===== src/rtl/decred_serial_pkg.sv =====
// rtl/decred_serial_pkg.sv - shared rates, divider helpers, frame constants and TX state enum
package decred_serial_pkg;

  localparam int DEFAULT_CLK_RATE  = 50000000;
  localparam int DEFAULT_BAUD_RATE = 115200;

  localparam logic START_BIT       = 1'b0;
  localparam logic STOP_BIT        = 1'b1;
  localparam int   BYTES_PER_NONCE = 4;

  typedef enum logic [1:0] {
    ST_IDLE,
    ST_START,
    ST_DATA,
    ST_STOP
  } tx_state_e;

  function automatic int calc_div(input int clk_rate, input int baud_rate);
    return clk_rate / baud_rate;
  endfunction

  function automatic int calc_cnt_width(input int div);
    return (div > 1) ? $clog2(div) : 1;
  endfunction

endpackage


===== src/rtl/nonce_fifo.sv =====
// rtl/nonce_fifo.sv - synchronous word FIFO; push and pop in one cycle are both honoured, even when full
module nonce_fifo #(
  parameter int WIDTH = 32,
  parameter int DEPTH = 4
) (
  input  logic             clk,
  input  logic             reset,
  input  logic             push_i,
  input  logic [WIDTH-1:0] wdata_i,
  input  logic             pop_i,
  output logic [WIDTH-1:0] rdata_o,
  output logic             full_o,
  output logic             empty_o,
  output logic             overflow_o
);

  localparam int AW = $clog2(DEPTH);

  logic [WIDTH-1:0] mem_q [DEPTH];
  logic [AW-1:0]    wr_ptr_q;
  logic [AW-1:0]    rd_ptr_q;
  logic [AW:0]      count_q;
  logic             overflow_q;
  logic             do_push;
  logic             do_pop;

  assign full_o     = (count_q == (AW+1)'(DEPTH));
  assign empty_o    = (count_q == '0);
  assign do_pop     = pop_i && !empty_o;
  // A pop frees the head slot this cycle, so a push into a full FIFO still lands.
  assign do_push    = push_i && (!full_o || do_pop);
  assign rdata_o    = mem_q[rd_ptr_q];
  assign overflow_o = overflow_q;

  always_ff @(posedge clk) begin
    if (do_push) begin
      mem_q[wr_ptr_q] <= wdata_i;
    end
  end

  always_ff @(posedge clk or posedge reset) begin
    if (reset) begin
      wr_ptr_q   <= '0;
      rd_ptr_q   <= '0;
      count_q    <= '0;
      overflow_q <= 1'b0;
    end else begin
      overflow_q <= push_i && !do_push;
      if (do_push) begin
        wr_ptr_q <= wr_ptr_q + 1'b1;
      end
      if (do_pop) begin
        rd_ptr_q <= rd_ptr_q + 1'b1;
      end
      if (do_push && !do_pop) begin
        count_q <= count_q + 1'b1;
      end else if (!do_push && do_pop) begin
        count_q <= count_q - 1'b1;
      end
    end
  end

endmodule


===== src/rtl/nonce_uart_tx.sv =====
// rtl/nonce_uart_tx.sv - sends each queued golden nonce as four 8N1 bytes, little-endian, on tx
module nonce_uart_tx
  import decred_serial_pkg::*;
#(
  parameter int CLK_RATE   = DEFAULT_CLK_RATE,
  parameter int BAUD_RATE  = DEFAULT_BAUD_RATE,
  parameter int FIFO_DEPTH = 4
) (
  input  logic        clk,
  input  logic        reset,
  input  logic        result_ready,
  input  logic [31:0] result_in,
  output logic        tx,
  output logic        busy,
  output logic        overflow
);

  localparam int            DIV       = calc_div(CLK_RATE, BAUD_RATE);
  localparam int            CW        = calc_cnt_width(DIV);
  localparam logic [CW-1:0] BAUD_LAST = CW'(DIV - 1);

  tx_state_e    state_q;
  logic [CW-1:0] baud_cnt_q;
  logic [2:0]   bit_cnt_q;
  logic [1:0]   byte_idx_q;
  logic [31:0]  word_q;
  logic [7:0]   shift_q;
  logic         tx_q;
  logic         busy_q;

  logic [31:0]  fifo_rdata;
  logic         fifo_full;
  logic         fifo_empty;
  logic         fifo_pop;
  logic         baud_tc;
  logic         last_byte;
  logic         going_idle;
  logic         active_d;

  nonce_fifo #(
    .WIDTH(32),
    .DEPTH(FIFO_DEPTH)
  ) u_fifo (
    .clk       (clk),
    .reset     (reset),
    .push_i    (result_ready),
    .wdata_i   (result_in),
    .pop_i     (fifo_pop),
    .rdata_o   (fifo_rdata),
    .full_o    (fifo_full),
    .empty_o   (fifo_empty),
    .overflow_o(overflow)
  );

  assign baud_tc    = (baud_cnt_q == BAUD_LAST);
  assign last_byte  = (byte_idx_q == 2'(BYTES_PER_NONCE - 1));
  assign fifo_pop   = !fifo_empty &&
                      ((state_q == ST_IDLE) || (state_q == ST_STOP && baud_tc && last_byte));
  assign going_idle = (state_q == ST_STOP) && baud_tc && last_byte && fifo_empty;
  // Whether the FSM will be mid-frame after this edge; a queued word always implies it.
  assign active_d   = (state_q == ST_IDLE) ? !fifo_empty : !going_idle;

  always_ff @(posedge clk or posedge reset) begin
    if (reset) begin
      state_q    <= ST_IDLE;
      baud_cnt_q <= '0;
      bit_cnt_q  <= '0;
      byte_idx_q <= '0;
      word_q     <= '0;
      shift_q    <= '0;
      tx_q       <= STOP_BIT;
      busy_q     <= 1'b0;
    end else begin
      busy_q <= active_d || result_ready || fifo_full;
      if (state_q == ST_IDLE) begin
        if (!fifo_empty) begin
          word_q     <= fifo_rdata;
          shift_q    <= fifo_rdata[7:0];
          byte_idx_q <= '0;
          baud_cnt_q <= '0;
          tx_q       <= START_BIT;
          state_q    <= ST_START;
        end
      end else if (!baud_tc) begin
        baud_cnt_q <= baud_cnt_q + 1'b1;
      end else begin
        baud_cnt_q <= '0;
        case (state_q)
          ST_START: begin
            tx_q      <= shift_q[0];
            bit_cnt_q <= '0;
            state_q   <= ST_DATA;
          end
          ST_DATA: begin
            if (bit_cnt_q == 3'd7) begin
              tx_q    <= STOP_BIT;
              state_q <= ST_STOP;
            end else begin
              tx_q      <= shift_q[1];
              shift_q   <= {1'b0, shift_q[7:1]};
              bit_cnt_q <= bit_cnt_q + 1'b1;
            end
          end
          ST_STOP: begin
            if (!last_byte) begin
              byte_idx_q <= byte_idx_q + 1'b1;
              shift_q    <= word_q[{byte_idx_q + 2'd1, 3'b000} +: 8];
              tx_q       <= START_BIT;
              state_q    <= ST_START;
            end else if (!fifo_empty) begin
              word_q     <= fifo_rdata;
              shift_q    <= fifo_rdata[7:0];
              byte_idx_q <= '0;
              tx_q       <= START_BIT;
              state_q    <= ST_START;
            end else begin
              state_q <= ST_IDLE;
            end
          end
          default: state_q <= ST_IDLE;
        endcase
      end
    end
  end

  assign tx   = tx_q;
  assign busy = busy_q;

endmodule


===== config.mk =====
export PLATFORM = sky130hd
export DESIGN_NAME = nonce_uart_tx
export DESIGN_NICKNAME = d
export VERILOG_FILES = /design/src/rtl/decred_serial_pkg.sv /design/src/rtl/nonce_fifo.sv /design/src/rtl/nonce_uart_tx.sv
export SDC_FILE = /design/constraint.sdc
export NUM_CORES = 1
export LEC_CHECK = 0
export CELL_PAD_IN_SITES_DETAIL_PLACEMENT = 2
export CELL_PAD_IN_SITES_GLOBAL_PLACEMENT = 2
export CORE_ASPECT_RATIO = 0.9
export CORE_UTILIZATION = 25
export CTS_BUF_LIST = sky130_fd_sc_hd__clkbuf_4 sky130_fd_sc_hd__clkbuf_8 sky130_fd_sc_hd__clkbuf_16
export DETAILED_ROUTE_END_ITERATION = 8
export PLACE_DENSITY_LB_ADDON = 0.1
export SYNTH_ARGS = -nofsm -noshare
export SYNTH_HDL_FRONTEND = slang
export SYNTH_HIERARCHICAL = 1
export SYNTH_SLANG_ARGS = --single-unit

===== constraint.sdc =====
create_clock -name clk -period 2.9 [get_ports clk]
set_clock_uncertainty 0.15 [all_clocks]
set_input_delay 0.58 -clock clk [delete_from_list [all_inputs] [get_ports clk]]
set_output_delay 0.58 -clock clk [all_outputs]
set_load 0.02 [all_outputs]

==> Word level (Yosys, flattened, before mapping) <==
Memory sizes are Yosys's and may differ from the RTL's.
Index checks and enable logic that the tools add are counted.
{ "totals": {"inputBits": 35, "memories": 1, "out_inout_bits": 3, "register_bits": 66, "ramBits": 128, "wordCells": 105} }
{ "memory_table": {"columns": ["name", "depth", "width", "rd", "rd_clocked_by_memory_dff", "wr", "line_no", "source"], "rows": [
  ["u_fifo.mem_q", 4, 32, 1, 0, 1, "nonce_fifo.sv:19", "logic [WIDTH-1:0] mem_q [DEPTH];"]
]} }
{ "classes": {"muxes": 39, "n_addsub": 7, "n_reduce_logical": 33, "n_bitwise": 1, "shift": 1, "n_eq_ne": 11} }
{ "op_table": {"columns": ["op", "count"], "rows": [
  ["$mux W32", 5],
  ["$mux W8", 5],
  ["$shiftx A32 B6 Y8", 1],
  ["$mux W9", 3],
  ["$mux W2", 9],
  ["$pmux W8 S2", 1],
  ["$mux W1", 10],
  ["$reduce_bool A2 Y1", 5],
  ["$add A9 B1 Y9 const B", 1],
  ["$eq A9 B9 Y1 const B", 1],
  ["$logic_and A1 B1 Y1", 9],
  ["$mux W3", 3],
  ["$reduce_and A3 Y1", 3],
  ["$add A2 B1 Y2 const B", 3],
  ["$add A3 B1 Y3 const B", 2],
  ["$eq A2 B2 Y1 const B", 3],
  ["$eq A3 B3 Y1 const B", 2],
  ["$ne A3 B3 Y1 const B", 2],
  ["$pmux W2 S3", 1],
  ["$pmux W3 S2", 1],
  ["$logic_not A1 Y1", 5],
  ["$logic_or A1 B1 Y1", 4],
  ["$ne A2 B2 Y1 const B", 2],
  ["$reduce_and A2 Y1", 2],
  ["other kinds (9)", 9]
]} }

==> Depth between registers and ports, before layout <==
Gate-level depths: netlist of the first run.
{ "depth": {"ltp_word": 12, "mapped_depth": 16, "ltp_nobuf": 13} }

==> Hierarchy <==
Netlist of the first run, hierarchy kept.
{ "by_module_without_submodules": {"columns": ["mod", "cells_each", "area_each_um2", "seq_area_each_um2", "instances"], "rows": [
  ["nonce_fifo", 207, 5101.1, 4043.9, 1],
  ["nonce_uart_tx", 302, 3229.3, 1452.6, 1]
]} }

==> Worst setup path after synthesis of the first run <==
OpenSTA, ideal clock, no wires.
{ "synth_timing": {"path_type": "flip-flop to flip-flop", "start": "register state_q[0]", "end": "register u_fifo.count_q[2]", "required_time_ns": 2.671, "n_path_buf": 3, "synth_period_minus_slack_ns": 3.106, "t_arrival_ns": 2.877, "setup_time_ns": 0.079, "stages_incl_launch_ff": 16, "setup_slack_ns": -0.206, "cell_sequence": "dfrtp_1 > inv_1 > ha_1 > clkbuf_1 > clkbuf_1 > nor2_1 > nor3_1 > nor4b_2 > nor2b_1 > buf_6 > ha_1 > inv_1 > fa_1 > xor2_1 > nor2_1 > xor2_1"} }
{ "synth_via": {"elab_chain_cells": 11, "elab_cells_between_ends": 15, "classes_between": "eq/ne (1); mux (1); reduce/logical (13)"} }
{ "synth_rtl": {"columns": ["item", "line_no", "source"], "rows": [
  ["start, declared", "nonce_uart_tx.sv:22", "tx_state_e state_q;"],
  ["start signal, assigned", "nonce_uart_tx.sv:65", "state_q <= ST_IDLE;"],
  ["start signal, assigned", "nonce_uart_tx.sv:82", "state_q <= ST_START;"],
  ["start signal, assigned", "nonce_uart_tx.sv:92", "state_q <= ST_DATA;"],
  ["$eq A2 B2 Y1", "nonce_uart_tx.sv:58", "((state_q == ST_IDLE) || (state_q == ST_STOP && baud_tc && last_byte));"],
  ["$logic_and A1 B1 Y1 (2 in a row)", "nonce_uart_tx.sv:58", null],
  ["$logic_or A1 B1 Y1 *", "nonce_uart_tx.sv:58", null],
  ["$logic_and A1 B1 Y1 *", "nonce_uart_tx.sv:57", "assign fifo_pop = !fifo_empty &&"],
  ["named net fifo_pop", "nonce_uart_tx.sv:34", "logic fifo_pop;"],
  ["$logic_and A1 B1 Y1 *", "nonce_fifo.sv:29", "assign do_pop = pop_i && !empty_o;"],
  ["$logic_or A1 B1 Y1 *", "nonce_fifo.sv:31", "assign do_push = push_i && (!full_o || do_pop);"],
  ["$logic_and A1 B1 Y1 *", "nonce_fifo.sv:31", null],
  ["named net u_fifo.do_push", "nonce_fifo.sv:24", "logic do_push;"],
  ["$logic_not A1 Y1", "nonce_fifo.sv:57", "end else if (!do_push && do_pop) begin"],
  ["$logic_and A1 B1 Y1", "nonce_fifo.sv:57", null],
  ["$reduce_bool A2 Y1 (no source line)", null, null],
  ["end signal, assigned", "nonce_fifo.sv:56", "count_q <= count_q + 1'b1;"],
  ["end signal, assigned", "nonce_fifo.sv:58", "count_q <= count_q - 1'b1;"],
  ["end, declared", "nonce_fifo.sv:22", "logic [AW:0] count_q;"]
]} }
Mark *: on every way through the listed nets, which the timed path passes. The rest lies on a longest branch.
A chain may end at the register's enable or synchronous reset.

==> Worst setup path after layout of the first run <==
{ "layout_timing": {"start": "register baud_cnt_q[1]", "end": "memory u_fifo.mem_q[2][29], enable pin"} }
{ "layout_via": {"elab_chain_cells": 10} }
{ "layout_rtl": {"columns": ["item", "line_no", "source"], "rows": [
  ["start, declared", "nonce_uart_tx.sv:23", "logic [CW-1:0] baud_cnt_q;"],
  ["start signal, assigned", "nonce_uart_tx.sv:85", "baud_cnt_q <= baud_cnt_q + 1'b1;"],
  ["$eq A9 B9 Y1", "nonce_uart_tx.sv:55", "assign baud_tc = (baud_cnt_q == BAUD_LAST);"],
  ["$logic_and A1 B1 Y1 (2 in a row)", "nonce_uart_tx.sv:58", null],
  ["$logic_or A1 B1 Y1", "nonce_uart_tx.sv:58", null],
  ["$logic_and A1 B1 Y1", "nonce_uart_tx.sv:57", null],
  ["named net fifo_pop", "nonce_uart_tx.sv:34", null],
  ["$logic_and A1 B1 Y1", "nonce_fifo.sv:29", null],
  ["$logic_or A1 B1 Y1", "nonce_fifo.sv:31", null],
  ["$logic_and A1 B1 Y1", "nonce_fifo.sv:31", null],
  ["$mux W1", "nonce_fifo.sv:36", "if (do_push) begin"],
  ["$mux W1 (not written as such)", "nonce_fifo.sv:37", "mem_q[wr_ptr_q] <= wdata_i;"],
  ["end, declared", "nonce_fifo.sv:19", null]
]} }
The timed path passes the listed nets, and every way through them passes these cells.

==> flow_metrics.env, run 1 <==
export IMPL_crit_family="simple AND/OR/NAND/NOR gates"
export IMPL_io_buffers=37
export IMPL_grt_util_all_layers_pct=13.26
export IMPL_clk_path_buf_depth=2
export IMPL_grt_pass1_wl_um=33300
export IMPL_synth_compound_area_share_pct=4.686
export IMPL_antenna_found_initial=1
export IMPL_vias=4631
export IMPL_placed_area_mm2=0.009346
export IMPL_drv_slew=0
export IMPL_via_per_inst=4.576
export IMPL_cts_buffers=17
export IMPL_drtIter0Drc=152
export IMPL_globalplace_congestion=0.7443
export IMPL_fp_dieH_um=175.2
export IMPL_area_growth_pct=20.62
export IMPL_cts_hold_buffers=0
export IMPL_ys_seq_area_share_pct=65.98
export IMPL_path_class="reg2reg"
export IMPL_synth_yosys_warnings=6
export IMPL_path_buf_inv=5
export IMPL_worstPathRequired_ns=2.93
export IMPL_synth_top_area_cell="edfxtp_1"
export IMPL_clock_fmax_mhz=360.9
export IMPL_htreeDepth=4
export IMPL_worstSkewPairLatency_ns=0.44
export IMPL_wire_per_inst_um=20.76
export IMPL_die_area_mm2=0.03406
export IMPL_fin_setup_tns_ns=0
export IMPL_rows=63
export IMPL_netlist_area_mm2=0.008330
export IMPL_p_leak_nw=3.553
export IMPL_ir_worst_vdd_v=0.0004137
export IMPL_drt_total_wl_um=21010
export IMPL_antenna_cells=0
export IMPL_syn_inst=509
export IMPL_synth_fa_ha_area_share_pct=2.343
export IMPL_cp_max_fo=12
export IMPL_slew_headroom_pct=59.26
export IMPL_yosys_mux_area_fraction_pct=16.48
export IMPL_cp_end_kind="register"
export IMPL_wl_met2_um=10430
export IMPL_met1_length_um=9818
export IMPL_grt_pass1_vias=5402
export IMPL_coreArea_mm2=0.03287
export IMPL_die_w_um=194.4
export IMPL_drcViolationCount=0
export IMPL_start_util_pct=25.34
export IMPL_slowest_stage="dfrtp_1"
export IMPL_layout_drive_gt1_share_pct=22.37
export IMPL_setup_viol_count_final=0
export IMPL_synth_nets=559
export IMPL_startpoint_type="register"
export IMPL_hold_viol=0
export IMPL_hpwl_um=14430
export IMPL_hold_path_class="in2async"
export IMPL_clockRootBuffer="clkbuf_16"
export IMPL_rsz0062_at_grt="yes"
export IMPL_cts_tree="yes"
export IMPL_synth_cell_types=50
export IMPL_max_stage_delay_ns=0.42
export IMPL_grt_max_degree=33
export IMPL_layout_common_cells="edfxtp_1, dfrtp_1, clkdlybuf4s50_1"
export IMPL_top_layer="met4"
export IMPL_final_nets=627
export IMPL_cts_clk_slew_worst_paths_ns=0.08
export IMPL_first_pass_iters=4
export IMPL_outcome="complete, no violations"
export IMPL_final_period_utilization_pct=95.56
export IMPL_layout_min_cycle_time_ns=2.771
export IMPL_synth_simple_area_share_pct=7.209
export IMPL_pre_cts_slack_ns=-0.02407
export IMPL_synth_top_area_share_pct=46.14
export IMPL_worstPathArrival_ns=2.80
export IMPL_final_area_mm2=0.01005
export IMPL_synth_top_cells_by_area="edfxtp_1, dfrtp_1, mux4_2, mux2_1, mux2i_1"
export IMPL_fin_ws_ns=0.1288
export IMPL_path_cells="inv_2 -> ha_4 -> and4_4 -> a21oi_4 -> nor3_4 -> nor4b_2 -> nor2b_1 -> buf_4 -> buf_4 -> buf_4 -> and2_2 -> buf_4"
export IMPL_maxCapViolations=0
export IMPL_tightest_slew_ns=0.6089
export IMPL_cts_sinks=194
export IMPL_overflow=0
export IMPL_dr_wl_met3_um=381
export IMPL_detail_route_antenna_nets=0
export IMPL_io_pins=38
export IMPL_synth_top_family_by_area="multiplexers"
export IMPL_ys_seq_elements=194
export IMPL_crit_path_frequent_cell="buf_4"
export IMPL_power_density_mw_per_mm2=916.6
export IMPL_synth_area_per_cell_um2=16.37
export IMPL_final_common_cell="edfxtp_1"
export IMPL_synth_xor_area_share_pct=0.7360
## where the power goes
part / leakage, nW / internal, mW / switching [mW]
sequential: 1.98 / 3.71 / 0.405
combinational: 1.28 / 1.22 / 1.48
clock: 0.291 / 1.17 / 1.22
## per-layer routing
| layer | up-vias | global-route usage, % |
|---|---|---|
| li1 | 2096 | - |
| met1 | 2474 | 17.26 |
| met2 | 43 | 22.20 |
| met3 | 18 | 2.548 |
| met4 | 0 | 4.332 |
| met5 | - | 0 |
## logic make-up (layout without fill, tap and decap cells)
| group | after synthesis | after routing |
|---|---|---|
| fa+ha+maj | 15 | 15 |
| xor+xnor | 7 | 7 |
| mux | 91 | 91 |
| compound gates | 55 | 55 |
| flops | 194 | 194 |
| simple gates | 108 | 108 |
| buf+inv | 39 | 120 |
## final cells by class
| class | count | area [um2] |
|---|---|---|
| Timing Repair Buffer | 74 | 695.7 |
| Inverter | 14 | 52.55 |
| Sequential cell | 194 | 5498 |
| Clock buffer | 17 | 425.4 |
| Multi-Input combinational cell | 276 | 2670 |
| Fill cell | 3312 | 22820 |
| Clock inverter | 15 | 178.9 |
| Tap cell | 422 | 528.0 |
## flip-flops by register name (all words and copies together) (netlist names)
name and cells:
bit_cnt_q 3, tx 1, busy 1, u_fifo/mem_q 128
baud_cnt_q 9, u_fifo/overflow_o 1, word_q 32, state_q 2
shift_q 8, u_fifo/wr_ptr_q 2, byte_idx_q 2, u_fifo/rd_ptr_q 2
u_fifo/count_q 3
## cells in the mapped netlist (all sizes together)
master	count
o22ai	3
nand3	17
fa	1
nor3	7
nor3b	1
a32o	1
or3	2
nor4	1
nand2b	12
mux2	36
a21boi	1
nand3b	2
a2111oi	1
nand2	15
o211ai	1
or4b	1
a31oi	12
a21oi	6
dfstp	1
edfxtp	128
buf	17
inv	14
o21ai	11
mux4	33
nor4b	2
and4	1
xnor2	4
mux2i	22
dfrtp	65
a22o	3
a22oi	7
a41oi	2
nor2	30
and2	7
ha	14
nor2b	5
a221o	7
xor2	3
and3	3
nand4	2
clkbuf	8
## metrics by stage
step	power [mW]	cells	util, %	hold WS, ns
3_5_place_dp	6.917	974	28.43	0.3250
5_1_grt	9.808	1012	30.57	0.3160
3_3_place_gp	6.813	974	28.43	0.3172
2_1_floorplan	5.845	509	-	0.2457
4_1_cts	9.359	1007	30.31	0.2772
6_report	9.210	1012	30.57	0.2941
## final timing paths
| path | from | end | slack [ns] | depth (start not counted) |
|---|---|---|---|---|
| worst max-delay path | baud_cnt_q[1]$_DFFE_PP0P_ | u_fifo/mem_q[2][29]$_DFFE_PP_ | 0.13 | 12 |
| worst min-delay path | reset | u_fifo/count_q[2]$_DFFE_PP0P_ | 0.29 | 2 |
| worst max register to register | baud_cnt_q[1]$_DFFE_PP0P_ | u_fifo/mem_q[2][29]$_DFFE_PP_ | 0.13 | 12 |
| worst min register to register | word_q[7]$_DFFE_PP0P_ | word_q[7]$_DFFE_PP0P_ | 0.34 | 1 |
| max in group asynchronous | reset | word_q[29]$_DFFE_PP0P_ | 1.60 | 3 |
| min in group clk | word_q[7]$_DFFE_PP0P_ | word_q[7]$_DFFE_PP0P_ | 0.34 | 1 |
## what timing repair did
item,in CTS,in global routing
pin swaps,0,6
gates resized for setup,2,12
endpoints found under the setup margin,1,82
gates cloned,0,0
setup buffers,1,5
(Power assumes the default switching activity.)
==> run 2, diff against run 1 <==
Settings changed: CORE_UTILIZATION 25 to 41.
==> run 2 against run 1 <==
  * First-iteration DRC count is 43% higher
  * Routed wire length is 3.8% lower
  * Design area decreased by 2.6%
  * Setup slack worse by 0.049 ns
  * Global-route usage is 7.8 points higher
  * Final cell count down 17%
  * Sequential share of layout area is 1.5 points higher
  * Clock-buffer cell count increased by 1
  * Sequential cell count unchanged
  * Combinational power barely moved
  * Non-clock buffer count decreased by 6
  * Power is 0.34% higher
  * Critical path type unchanged
==> flow_metrics.env, run 2 (synthesis gave the netlist of run 1 again) <==
export IMPL_outcome="complete, no violations"
export IMPL_cp_max_fo=32
export IMPL_hpwl_um=13150
export IMPL_cts_tree="yes"
export IMPL_clk_path_buf_depth=2
export IMPL_layout_common_cells="edfxtp_1, dfrtp_1, clkdlybuf4s50_1"
export IMPL_worstPathRequired_ns=2.81
export IMPL_fin_ws_ns=0.07945
export IMPL_worstSkewPairLatency_ns=0.45
export IMPL_hold_viol=0
export IMPL_power_density_mw_per_mm2=944.4
export IMPL_startpoint_type="register"
export IMPL_path_class="reg2reg"
export IMPL_vias=4662
export IMPL_power_total_mw=9.242
export IMPL_regMostFlops="u_fifo/mem_q"
export IMPL_htreeDepth=4
export IMPL_maxCapViolations=0
export IMPL_cts_hold_buffers=0
export IMPL_detail_route_antenna_nets=0
export IMPL_wire_per_inst_um=24.09
export IMPL_fillers=1766
export IMPL_die_w_um=152.3
export IMPL_grt_pass1_wl_um=32090
export IMPL_antenna_found_initial=0
export IMPL_placed_area_mm2=0.009123
export IMPL_antenna_cells=0
export IMPL_grt_util_all_layers_pct=21.02
export IMPL_rsz0062_at_grt="yes"
export IMPL_holdWs_ns=0.2453
export IMPL_fp_dieH_um=137.2
export IMPL_final_area_mm2=0.009786
export IMPL_slowest_stage="and2_2"
export IMPL_largest_reg_flops=128
export IMPL_slew_headroom_pct=34.73
export IMPL_reg_largest_list="u_fifo/mem_q: 128 flops, word_q: 32 flops, baud_cnt_q: 9 flops"
export IMPL_grt_max_degree=52
export IMPL_drv_slew=0
export IMPL_dp_cells=805
export IMPL_io_pins=38
export IMPL_path_buf_inv=1
export IMPL_drcViolationCount=0
export IMPL_grt_pass1_vias=5340
export IMPL_tightest_slew_ns=0.9790
export IMPL_pre_cts_slack_ns=-0.09364
export IMPL_crit_family="simple AND/OR/NAND/NOR gates"
export IMPL_worstPathArrival_ns=2.74
export IMPL_hold_path_class="in2async"
export IMPL_top_layer="met4"
export IMPL_layout_drive_gt1_share_pct=22.09
export IMPL_coreArea_mm2=0.01993
export IMPL_max_stage_delay_ns=0.82
export IMPL_ir_worst_vdd_v=0.0004347
export IMPL_area_growth_pct=17.47
export IMPL_start_util_pct=41.81
export IMPL_cts_buffers=17
export IMPL_final_period_utilization_pct=97.26
export IMPL_drtIter0Drc=218
export IMPL_setup_viol_count_final=0
export IMPL_path_cells="inv_2 -> ha_2 -> and4_4 -> a21oi_2 -> nor3_4 -> nor4b_4 -> nor2b_4 -> and2_2"
export IMPL_layout_min_cycle_time_ns=2.821
export IMPL_die_area_mm2=0.02089
export IMPL_final_nets=621
export IMPL_first_pass_iters=5
export IMPL_fin_setup_tns_ns=0
export IMPL_overflow=0
export IMPL_cp_end_kind="register"
export IMPL_via_per_inst=5.557
export IMPL_p_leak_nw=3.527
export IMPL_wl_met2_um=10310
export IMPL_post_route_util_pct=49.11
export IMPL_met1_length_um=8975
export IMPL_clockRootBuffer="clkbuf_16"
export IMPL_dr_wl_met3_um=561
export IMPL_final_cell_count_no_fill=839
export IMPL_globalplace_congestion=0.7331
export IMPL_final_common_cell="edfxtp_1"
export IMPL_io_buffers=37
export IMPL_cts_sinks=194
export IMPL_rows=49
export IMPL_drt_total_wl_um=20210
export IMPL_clock_fmax_mhz=354.5
export IMPL_cts_clk_slew_worst_paths_ns=0.08
[run 2: changes by cell type in the layout (fill, tap and decap cells not counted), moves of 2 or more]
cell and change:
ha_2 +2, buf_8 -2, buf_4 -2, and2_2 -2
buf_6 -2, and2_4 +2
[run 2: path summary, 6_finish.rpt]
| path | from | end | slack [ns] | cells past startpoint |
|---|---|---|---|---|
| min in group clk | word_q[22]$_DFFE_PP0P_ | word_q[22]$_DFFE_PP0P_ | 0.34 | 1 |
| worst max-delay path | baud_cnt_q[1]$_DFFE_PP0P_ | u_fifo/mem_q[2][3]$_DFFE_PP_ | 0.08 | 8 |
| worst min-delay path | reset | word_q[14]$_DFFE_PP0P_ | 0.25 | 2 |
| worst max register to register | baud_cnt_q[1]$_DFFE_PP0P_ | u_fifo/mem_q[2][3]$_DFFE_PP_ | 0.08 | 8 |
| worst min register to register | word_q[22]$_DFFE_PP0P_ | word_q[22]$_DFFE_PP0P_ | 0.34 | 1 |
| max in group asynchronous | reset | tx$_DFFE_PP1P_ | 1.74 | 3 |
[run 2: per-layer routing]
layer	up-vias	global-route usage, %
li1	2084	-
met1	2476	27.04
met2	80	35.94
met3	22	3.995
met4	0	7.483
met5	-	0
[run 2: power by group]
part | leakage [nW] | internal (mW) | total, mW | switching (mW)
logic | 1.25 | 1.21 | 2.70 | 1.49
clock network | 0.297 | 1.19 | 2.39 | 1.20
registers | 1.98 | 3.73 | 4.16 | 0.434
[run 2: layout make-up]
cell class              count  area [um2]  area share (%)
clock buffers              18       432.9           4.424
multi-input cells         276        2674           27.32
well taps                 255       319.1           3.260
inverters                  14       52.55          0.5370
repair buffers             68       628.1           6.419
clock inverters            14       180.2           1.841
flip-flops and latches    194        5499           56.19
[run 2: worst reg2reg max path, cell delays in order, from the launching register on]
cell and delay [ns]:
dfrtp_1 0.40, inv_2 0.07, ha_2 0.18, and4_4 0.24
a21oi_2 0.08, nor3_4 0.24, nor4b_4 0.08, nor2b_4 0.18
and2_2 0.82
[run 2: repair_timing]
item | 4_1_cts | 5_1_grt
gates cloned | 0 | 0
pin swaps | 0 | 4
setup endpoints to repair | 129 | 130
setup buffers | 0 | 2
gates resized for setup | 1 | 12
==> run 3, diff against run 2 <==
Settings changed: SKIP_LAST_GASP set to 1.
==> results of run 3 <==
No change in the layout: final DEF, timing and power equal those of run 2.
